**config.mk**
```make
export PLATFORM = sky130hd
export DESIGN_NAME = controller_sequencer
export DESIGN_NICKNAME = d
export VERILOG_FILES = /design/src/rtl/sap1_pkg.sv /design/src/rtl/ring_counter.sv /design/src/rtl/controller_sequencer.sv
export SDC_FILE = /design/constraint.sdc
export NUM_CORES = 1
export LEC_CHECK = 0
export ABC_CLOCK_PERIOD_IN_PS = 1700
export CAP_MARGIN = 0
export CELL_PAD_IN_SITES_DETAIL_PLACEMENT = 1
export CELL_PAD_IN_SITES_GLOBAL_PLACEMENT = 2
export CORE_MARGIN = 8
export CORE_UTILIZATION = 18
export CTS_CLUSTER_SIZE = 16
export DETAILED_ROUTE_END_ITERATION = 8
export PLACE_DENSITY_LB_ADDON = 0.1
export SETUP_SLACK_MARGIN = 0.15
export SYNTH_ARGS = -nofsm -noshare
export SYNTH_HDL_FRONTEND = slang
export SYNTH_SLANG_ARGS = --single-unit
```
**constraint.sdc**
```tcl
create_clock -name i_clock -period 1.7 [get_ports i_clock]
set_input_delay 0.51 -clock i_clock [delete_from_list [all_inputs] [get_ports i_clock]]
set_output_delay 0.51 -clock i_clock [all_outputs]
set_load 0.1 [all_outputs]
```
**src/rtl/sap1_pkg.sv**
```systemverilog
// rtl/sap1_pkg.sv - SAP-1 sequencer constants: opcodes, control bit indices, widths
package sap1_pkg;

  localparam int NUM_TSTATES  = 6;
  localparam int OPCODE_WIDTH = 4;
  localparam int CW_WIDTH     = 12;

  localparam logic [OPCODE_WIDTH-1:0] OP_LDA = 4'b0000;
  localparam logic [OPCODE_WIDTH-1:0] OP_ADD = 4'b0001;
  localparam logic [OPCODE_WIDTH-1:0] OP_SUB = 4'b0010;
  localparam logic [OPCODE_WIDTH-1:0] OP_OUT = 4'b1110;
  localparam logic [OPCODE_WIDTH-1:0] OP_HLT = 4'b1111;

  localparam int CW_CP = 11;
  localparam int CW_EP = 10;
  localparam int CW_LM = 9;
  localparam int CW_CE = 8;
  localparam int CW_LI = 7;
  localparam int CW_EI = 6;
  localparam int CW_LA = 5;
  localparam int CW_EA = 4;
  localparam int CW_SU = 3;
  localparam int CW_EU = 2;
  localparam int CW_LB = 1;
  localparam int CW_LO = 0;

endpackage

```
**src/rtl/ring_counter.sv**
```systemverilog
// rtl/ring_counter.sv - one-hot T-state ring, resets to bit0, rotates when advanced
module ring_counter #(
  parameter int N = 6
) (
  input  logic         clk_i,
  input  logic         rst_i,
  input  logic         advance_i,
  output logic [N-1:0] state_o
);

  logic [N-1:0] state_q, state_d;

  always_comb begin
    state_d = state_q;
    if (advance_i) state_d = {state_q[N-2:0], state_q[N-1]};
  end

  always_ff @(posedge clk_i) begin
    if (rst_i) state_q <= {{(N-1){1'b0}}, 1'b1};
    else       state_q <= state_d;
  end

  assign state_o = state_q;

endmodule

```
**src/rtl/controller_sequencer.sv**
```systemverilog
// rtl/controller_sequencer.sv - SAP-1 control unit: T-state ring plus opcode decode and halt
module controller_sequencer
  import sap1_pkg::*;
#(
  parameter int NUM_TSTATES_P  = NUM_TSTATES,
  parameter int OPCODE_WIDTH_P = OPCODE_WIDTH,
  parameter int CW_WIDTH_P     = CW_WIDTH
) (
  input  logic                      i_clock,
  input  logic                      i_reset,
  input  logic                      i_debug,
  input  logic                      i_run,
  input  logic [OPCODE_WIDTH_P-1:0] i_opcode,
  output logic [NUM_TSTATES_P-1:0]  o_tstate,
  output logic [CW_WIDTH_P-1:0]     o_control_word,
  output logic                      o_halt
);

  logic                  halt_q, halt_d;
  logic                  halt_now;
  logic                  advance;
  logic [CW_WIDTH_P-1:0] cw_raw;
  logic                  unused_debug;

  // Trace enable has no hardware meaning.
  assign unused_debug = i_debug;

  assign o_halt  = halt_q | halt_now;
  assign advance = i_run & ~o_halt;
  assign halt_d  = o_halt;

  ring_counter #(.N(NUM_TSTATES_P)) u_ring (
    .clk_i     (i_clock),
    .rst_i     (i_reset),
    .advance_i (advance),
    .state_o   (o_tstate)
  );

  always_comb begin
    cw_raw   = '0;
    halt_now = 1'b0;
    if (o_tstate[0]) begin
      cw_raw[CW_EP] = 1'b1;
      cw_raw[CW_LM] = 1'b1;
    end
    if (o_tstate[1]) cw_raw[CW_CP] = 1'b1;
    if (o_tstate[2]) begin
      cw_raw[CW_CE] = 1'b1;
      cw_raw[CW_LI] = 1'b1;
    end
    if (o_tstate[3]) begin
      case (i_opcode)
        OP_LDA, OP_ADD, OP_SUB: begin
          cw_raw[CW_EI] = 1'b1;
          cw_raw[CW_LM] = 1'b1;
        end
        OP_OUT: begin
          cw_raw[CW_EA] = 1'b1;
          cw_raw[CW_LO] = 1'b1;
        end
        OP_HLT:  halt_now = 1'b1;
        default: ;
      endcase
    end
    if (o_tstate[4]) begin
      case (i_opcode)
        OP_LDA: begin
          cw_raw[CW_CE] = 1'b1;
          cw_raw[CW_LA] = 1'b1;
        end
        OP_ADD, OP_SUB: begin
          cw_raw[CW_CE] = 1'b1;
          cw_raw[CW_LB] = 1'b1;
        end
        default: ;
      endcase
    end
    if (o_tstate[5]) begin
      case (i_opcode)
        OP_ADD: begin
          cw_raw[CW_EU] = 1'b1;
          cw_raw[CW_LA] = 1'b1;
        end
        OP_SUB: begin
          cw_raw[CW_SU] = 1'b1;
          cw_raw[CW_EU] = 1'b1;
          cw_raw[CW_LA] = 1'b1;
        end
        default: ;
      endcase
    end
  end

  // Reset, pause and halt all gate the word so no register is re-clocked.
  assign o_control_word = (i_reset || !i_run || o_halt) ? '0 : cw_raw;

  always_ff @(posedge i_clock) begin
    if (i_reset) halt_q <= 1'b0;
    else         halt_q <= halt_d;
  end

endmodule
```
==> results of run 1 <==
## routing by layer
metal	track usage, %	wire (µm)	up-vias
li1	-	-	357
met5	0	0	-
met3	4.03	123	4
met4	3.92	41	0
met1	11.6	948	364
met2	22.7	1410	21
## power breakdown
part	total, W	switching, W	internal (W)
combinational	0.000290	0.000161	0.000130
sequential	0.000183	0.0000132	0.000169
clock	0.000166	0.0000753	0.0000905
total	0.000639	0.000249	0.000390
## layout make-up
type	instances	area, µm²	share of cell area (%)
repair buffers	63	776	52.2
multi-input cells	49	467	31.4
flip-flops and latches	7	156	10.5
well taps	30	37.5	2.53
clock buffers	4	26.3	1.77
inverters	4	22.5	1.52
## worst max-delay path by stage
| stage | startpoint | end | cells after the start |
|---|---|---|---|
| floorplan | u_ring.state_o[3]$_SDFFE_PP0P_ | o_control_word[10] | 3 |
| global placement | i_opcode[2] | o_control_word[9] | 6 |
| detailed placement | i_run | o_control_word[3] | 6 |
| CTS | i_reset | o_control_word[3] | 6 |
| global route | halt_q$_SDFF_PP0_ | o_control_word[8] | 6 |
| finish | halt_q$_SDFF_PP0_ | o_control_word[3] | 5 |
## layout by cell type, fill, tap and decap left out, types with 3 or more instances in the layout
cell type	n
dfxtp_2	4
nand2_1	6
buf_6	14
o211ai_1	5
nor2_4	6
buf_4	27
nand2_4	3
clkbuf_4	3
buf_12	19
dfxtp_4	3
## critical path, cell delays in order (launching register included)
cell,delay (ps)
dfxtp_2,330
nor3b_4,270
buf_6,160
nand2_4,60
and4bb_4,320
buf_12,170
## registers in the layout, indices dropped and copies added (netlist names)
register,count
halt_q,1
u_ring.state_o,6
## cell families after synthesis
family          Yosys count
compound gates           17
xor+xnor                  1
buf+inv                   5
flops                     7
simple gates             31
## stage by stage
step	worst slack (ps)	hold WS [ps]	power, W
final	-390	529	0.000639
after floorplan	-514	598	0.000312
after CTS	-401	532	0.000629
after global routing	-449	572	0.000672
after global placement	-756	517	0.000433
after detailed placement	-787	516	0.000436
## repair_timing
item                                    in CTS  in global routing
cloned                                       0                  0
gates resized for setup                     52                  8
buffers inserted                             7                  5
endpoints found under the setup margin      19                 13
pin swaps                                   12                  6
==> results.cfg, run 1 <==
[status]
status = complete, but fails checks
violations = setup timing

[sta]
tightest_slew_ps = 270
drv_slew = 0
setup_ws_ps = -390
grt_setup_unrepaired = yes
fin_crit_sh_pct = 123
maxSlewHeadroom_pct = 81.9
hold_viol = 0
setup_tns_ps = -3840
skew_ps = 3.72
period_minus_slack_ps = 2090
setup_viol = 13
max_freq_ghz = 0.479

[synthesis]
synth_top_area_cell = dfxtp_1
synthCells = 61
ys_warn_count = 0
synth_top_area_share_pct = 29.8
synth.area.mux_share_pct = 0
syn_area_per_cell_um2 = 7.71
synth-main-ff-cell = dfxtp_1
syn-num-nets = 69
yosys.area_share.xor_xnor_pct = 1.86
seq_area_frac_synth_pct = 29.8
synth_cell_types = 27
synth_fa_ha_area_share_pct = 0
synth-compound-area-share_pct = 25.5
yosys.area_share.simple_pct = 38.0
yosys-top-cells-count = 10 x nand2_1, 7 x dfxtp_1, 6 x nor2_1
yosys_register_bits = 7
synth.area.top_cells = dfxtp_1 30%, nand2_1 8.0%, o211ai_1 8.0%, nor2_1 4.8%, nor3b_4 4.0%
synth_top_family_by_area = simple AND/OR/NAND/NOR gates
yosysMostFrequentCell = nand2_1
netlist_area_um2 = 470
synth_edf_count = 0
async_flop_share_pct = 0

[pwr]
power_density_mw_per_mm2 = 430
p_leak_nw = 0.603
ir_drop_mv = 0.303

[worst_setup_path]
criticalPathCategory = flip-flop to output port
startpoint_type = flip-flop
required_ps = 1190
rr_worst_depth = 6
arrival_ps = 1580
r2r_slack_ps = 400
cp-end-kind = output port
r2r_end = u_ring.state_o[5]$_SDFFE_PP0P_
worstPathMaxFanout = 4
reg2reg_from = u_ring.state_o[3]$_SDFFE_PP0P_

[drt]
wl_per_cell_um = 16.1
drtIter0Drc = 7
totalWireLength_um = 2530
ant_nets = 0
routed_via_density = 4.75
vias = 746
drt_first_pass_iters = 6
drc = 0

[cells_and_area]
drive_gt1_share_pct = 78.7
fillCellCount = 272
finalNetCount = 136
fin_area_mm2 = 0.00149
antennaDiodeCount = 0
fin_util_pct = 59.9
syn_to_final_growth_pct = 216
final_cells = 157

[min_path]
hold_depth = 2
hold-path-endpoint = u_ring.state_o[0]$_SDFFE_PP1P_
hp-start = u_ring.state_o[0]$_SDFFE_PP1P_
min_path_type = flip-flop to flip-flop

[clock_tree]
htreeDepth = 1
cts_tree = yes
cts.root.buffer_cell = clkbuf_4
ctsHoldBuffers = 0
numCtsBuffers = 3
cts_sinks = 7
path_clk_slew_ps = 60
clock_latency_ps = 270
clockBufferDepth = 2

[die]
die_w_um = 67.1
coreArea_mm2 = 0.00248
die-area_mm2 = 0.00451
ios = 27
dieHeight_um = 67.1
rows = 18
initial_core_util_pct = 19.0

[grt]
grt_pass1_wl_um = 4020
grt_pass1_vias = 800
grt.total_usage_pct = 11.9
grt_max_degree = 8
grt_antenna_before_repair = 0
grt_overflow_total = 0

[job]
cap_violations = 0

[placement]
place_congestion = 0.686
hpwl_um = 1760
io_buffer_count = 25
post_dp_cell_area_mm2 = 0.00127
placed_cells_incl_taps = 141
Power figures use the tool's default switching activity.
==> run 2, diff against run 1 <==
GPL_TIMING_DRIVEN = 0   (was not set)
==> run 2 against run 1 <==
  * Fmax increased by 3.1%
  * Global-route usage decreased by 2.0 points
  * Final area decreased by 17%
  * Clock skew decreased by 3.4 ps
  * First-iteration DRC count increased by 43%
  * Clock power decreased by 5%
  * Total power decreased by 12%
  * The run still ends with setup timing left
  * Die area unchanged
  * Critical path depth unchanged
  * Count of clock-buffer cells in the layout unchanged
==> results.cfg, run 2 (synthesis gave the netlist of run 1 again) <==
[grt]
grt_max_degree = 10
grt_pass1_wl_um = 3410
grt_pass1_vias = 687
grt.total_usage_pct = 9.88
grt_overflow_total = 0
grt_antenna_before_repair = 0

[clock_tree]
path_clk_slew_ps = 60
clock_latency_ps = 250
numCtsBuffers = 3
cts_sinks = 7
cts.root.buffer_cell = clkbuf_4
clockBufferDepth = 2
cts_tree = yes
htreeDepth = 1

[placement]
post_dp_cell_area_um2 = 902
hpwl_um = 1420
place_ws_ps = -1900
place_congestion = 0.668
io_buffer_count = 25

[min_path]
min_path_type = flip-flop to flip-flop

[die]
die-area_mm2 = 0.00451
ios = 27
coreArea_mm2 = 0.00248
rows = 18
initial_core_util_pct = 19.0
die_w_um = 67.1
dieHeight_um = 67.1

[worst_setup_path]
slowest_stage = dfxtp_4
worstPathMaxFanout = 6
criticalPathCategory = flip-flop to output port
cp-end-kind = output port
slowest_delay_ps = 350
r2r_slack_ps = 480
startpoint_type = flip-flop
crit_chain = nor3b_4, buf_12, nand2_8, and4bb_4, buf_12
timing.critical_path.buf_inv = 2
cpMostUsedCell = buf_12
arrival_ps = 1520
required_ps = 1190
cpLargestDelayFamily = simple AND/OR/NAND/NOR gates

[cells_and_area]
antennaDiodeCount = 0
final_cell_mix = 22 x buf_4, 15 x buf_12, 8 x nand2_1, 6 x clkbuf_4
largest_reg_flops = 6
drive_gt1_share_pct = 71.3
fin_util_pct = 49.6
final_common_cell = buf_4
fillCellCount = 277
finalNetCount = 117
syn_to_final_growth_pct = 161
fin_area_mm2 = 0.00123

[sta]
setup_ws_ps = -327
drv_slew = 0
period_minus_slack_ps = 2030
grt_setup_unrepaired = yes
setup_viol = 13
hold_viol = 0
skew_ps = 0.338
maxSlewHeadroom_pct = 80.0
tightest_slew_ps = 302
setup_tns_ps = -3230
fin_crit_sh_pct = 119
max_freq_ghz = 0.493

[pwr]
ir_drop_mv = 0.386
switching_power_w = 0.000224
switching_share_pct = 39.8
p_leak_nw = 0.468
internal-power_w = 0.000339
power_density_mw_per_mm2 = 458
power.total_w = 0.000563
pwr-share-clk_pct = 28.1
p_seq_share_pct = 31.4
combPwrFrac_pct = 40.5

[drt]
vias = 662
routed_via_density = 4.80
drtIter0Drc = 10
totalWireLength_um = 1980
drc = 0
drt_first_pass_iters = 5
wl_per_cell_um = 14.4
ant_nets = 0

[status]
violations = setup timing
status = complete, but fails checks

[job]
cap_violations = 0
[run 2: cell types whose count changed in the layout (fill, tap and decap cells not counted), moves of 2 or more]
cell,previous run,this run
buf_4,27,22
buf_12,19,15
buf_6,14,3
nand2_1,6,8
clkbuf_4,3,6
nand2_2,2,0
[run 2: worst paths after layout]
path	cells after the start	endpoint	from
setup / recovery	5	o_control_word[3]	halt_q$_SDFF_PP0_
hold / removal	2	u_ring.state_o[0]$_SDFFE_PP1P_	u_ring.state_o[0]$_SDFFE_PP1P_
setup reg to reg	6	u_ring.state_o[2]$_SDFFE_PP0P_	halt_q$_SDFF_PP0_
hold reg to reg	2	u_ring.state_o[0]$_SDFFE_PP1P_	u_ring.state_o[0]$_SDFFE_PP1P_
[run 2: per-layer routing]
| layer | wire [µm] | part of all wire [%] | global-route usage [%] |
|---|---|---|---|
| met1 | 779 | 39 | 10.1 |
| met2 | 1050 | 53 | 17.3 |
| met3 | 158 | 8.0 | 5.03 |
| met4 | 0 | 0 | 2.87 |
| met5 | 0 | 0 | 0 |
[run 2: what timing repair did]
| action | in CTS | in global routing |
|---|---|---|
| buffers inserted | 15 | 3 |
| pin swaps | 13 | 3 |
| gates resized for setup | 193 | 4 |
| endpoints found under the setup margin | 24 | 15 |
| hold buffers | 0 | 0 |
| cloned | 0 | 0 |
[run 2: worst register-to-register path: cells and delay by family (launching register included)]
| family | cells | cell delay, ps |
|---|---|---|
| AND/OR/NAND/NOR | 1 | 220 |
| flip-flops | 1 | 350 |
| buffers and inverters | 3 | 420 |
| AO/OA/AOI/OAI | 2 | 150 |
[run 2: power groups by stage]
stage / Clock (W) / Combinational (W) / Sequential, W
final: 0.000158 / 0.000228 / 0.000177
after global routing: 0.000177 / 0.000238 / 0.000178
after CTS: 0.000163 / 0.000224 / 0.000177
after detailed placement: 0 / 0.000188 / 0.000182
after global placement: 0 / 0.000187 / 0.000181
after floorplan: 0 / 0.0000803 / 0.000232
[run 2: per-stage QoR]
stage                     instances  hold WS, ps
after floorplan                  61          598
after global placement          116          492
after detailed placement        116          501
after CTS                       135          507
after global routing            138          534
final                           138          510
[run 2: final cells by class]
| type | instances | area [µm²] | area share (%) |
|---|---|---|---|
| plain buffers | 1 | 20.0 | 1.63 |
| well taps | 30 | 37.5 | 3.05 |
| repair buffers | 43 | 517 | 42.0 |
| flip-flops and latches | 7 | 159 | 12.9 |
| multi-input cells | 49 | 448 | 36.4 |
| inverters | 4 | 22.5 | 1.83 |
| clock buffers | 4 | 26.3 | 2.14 |
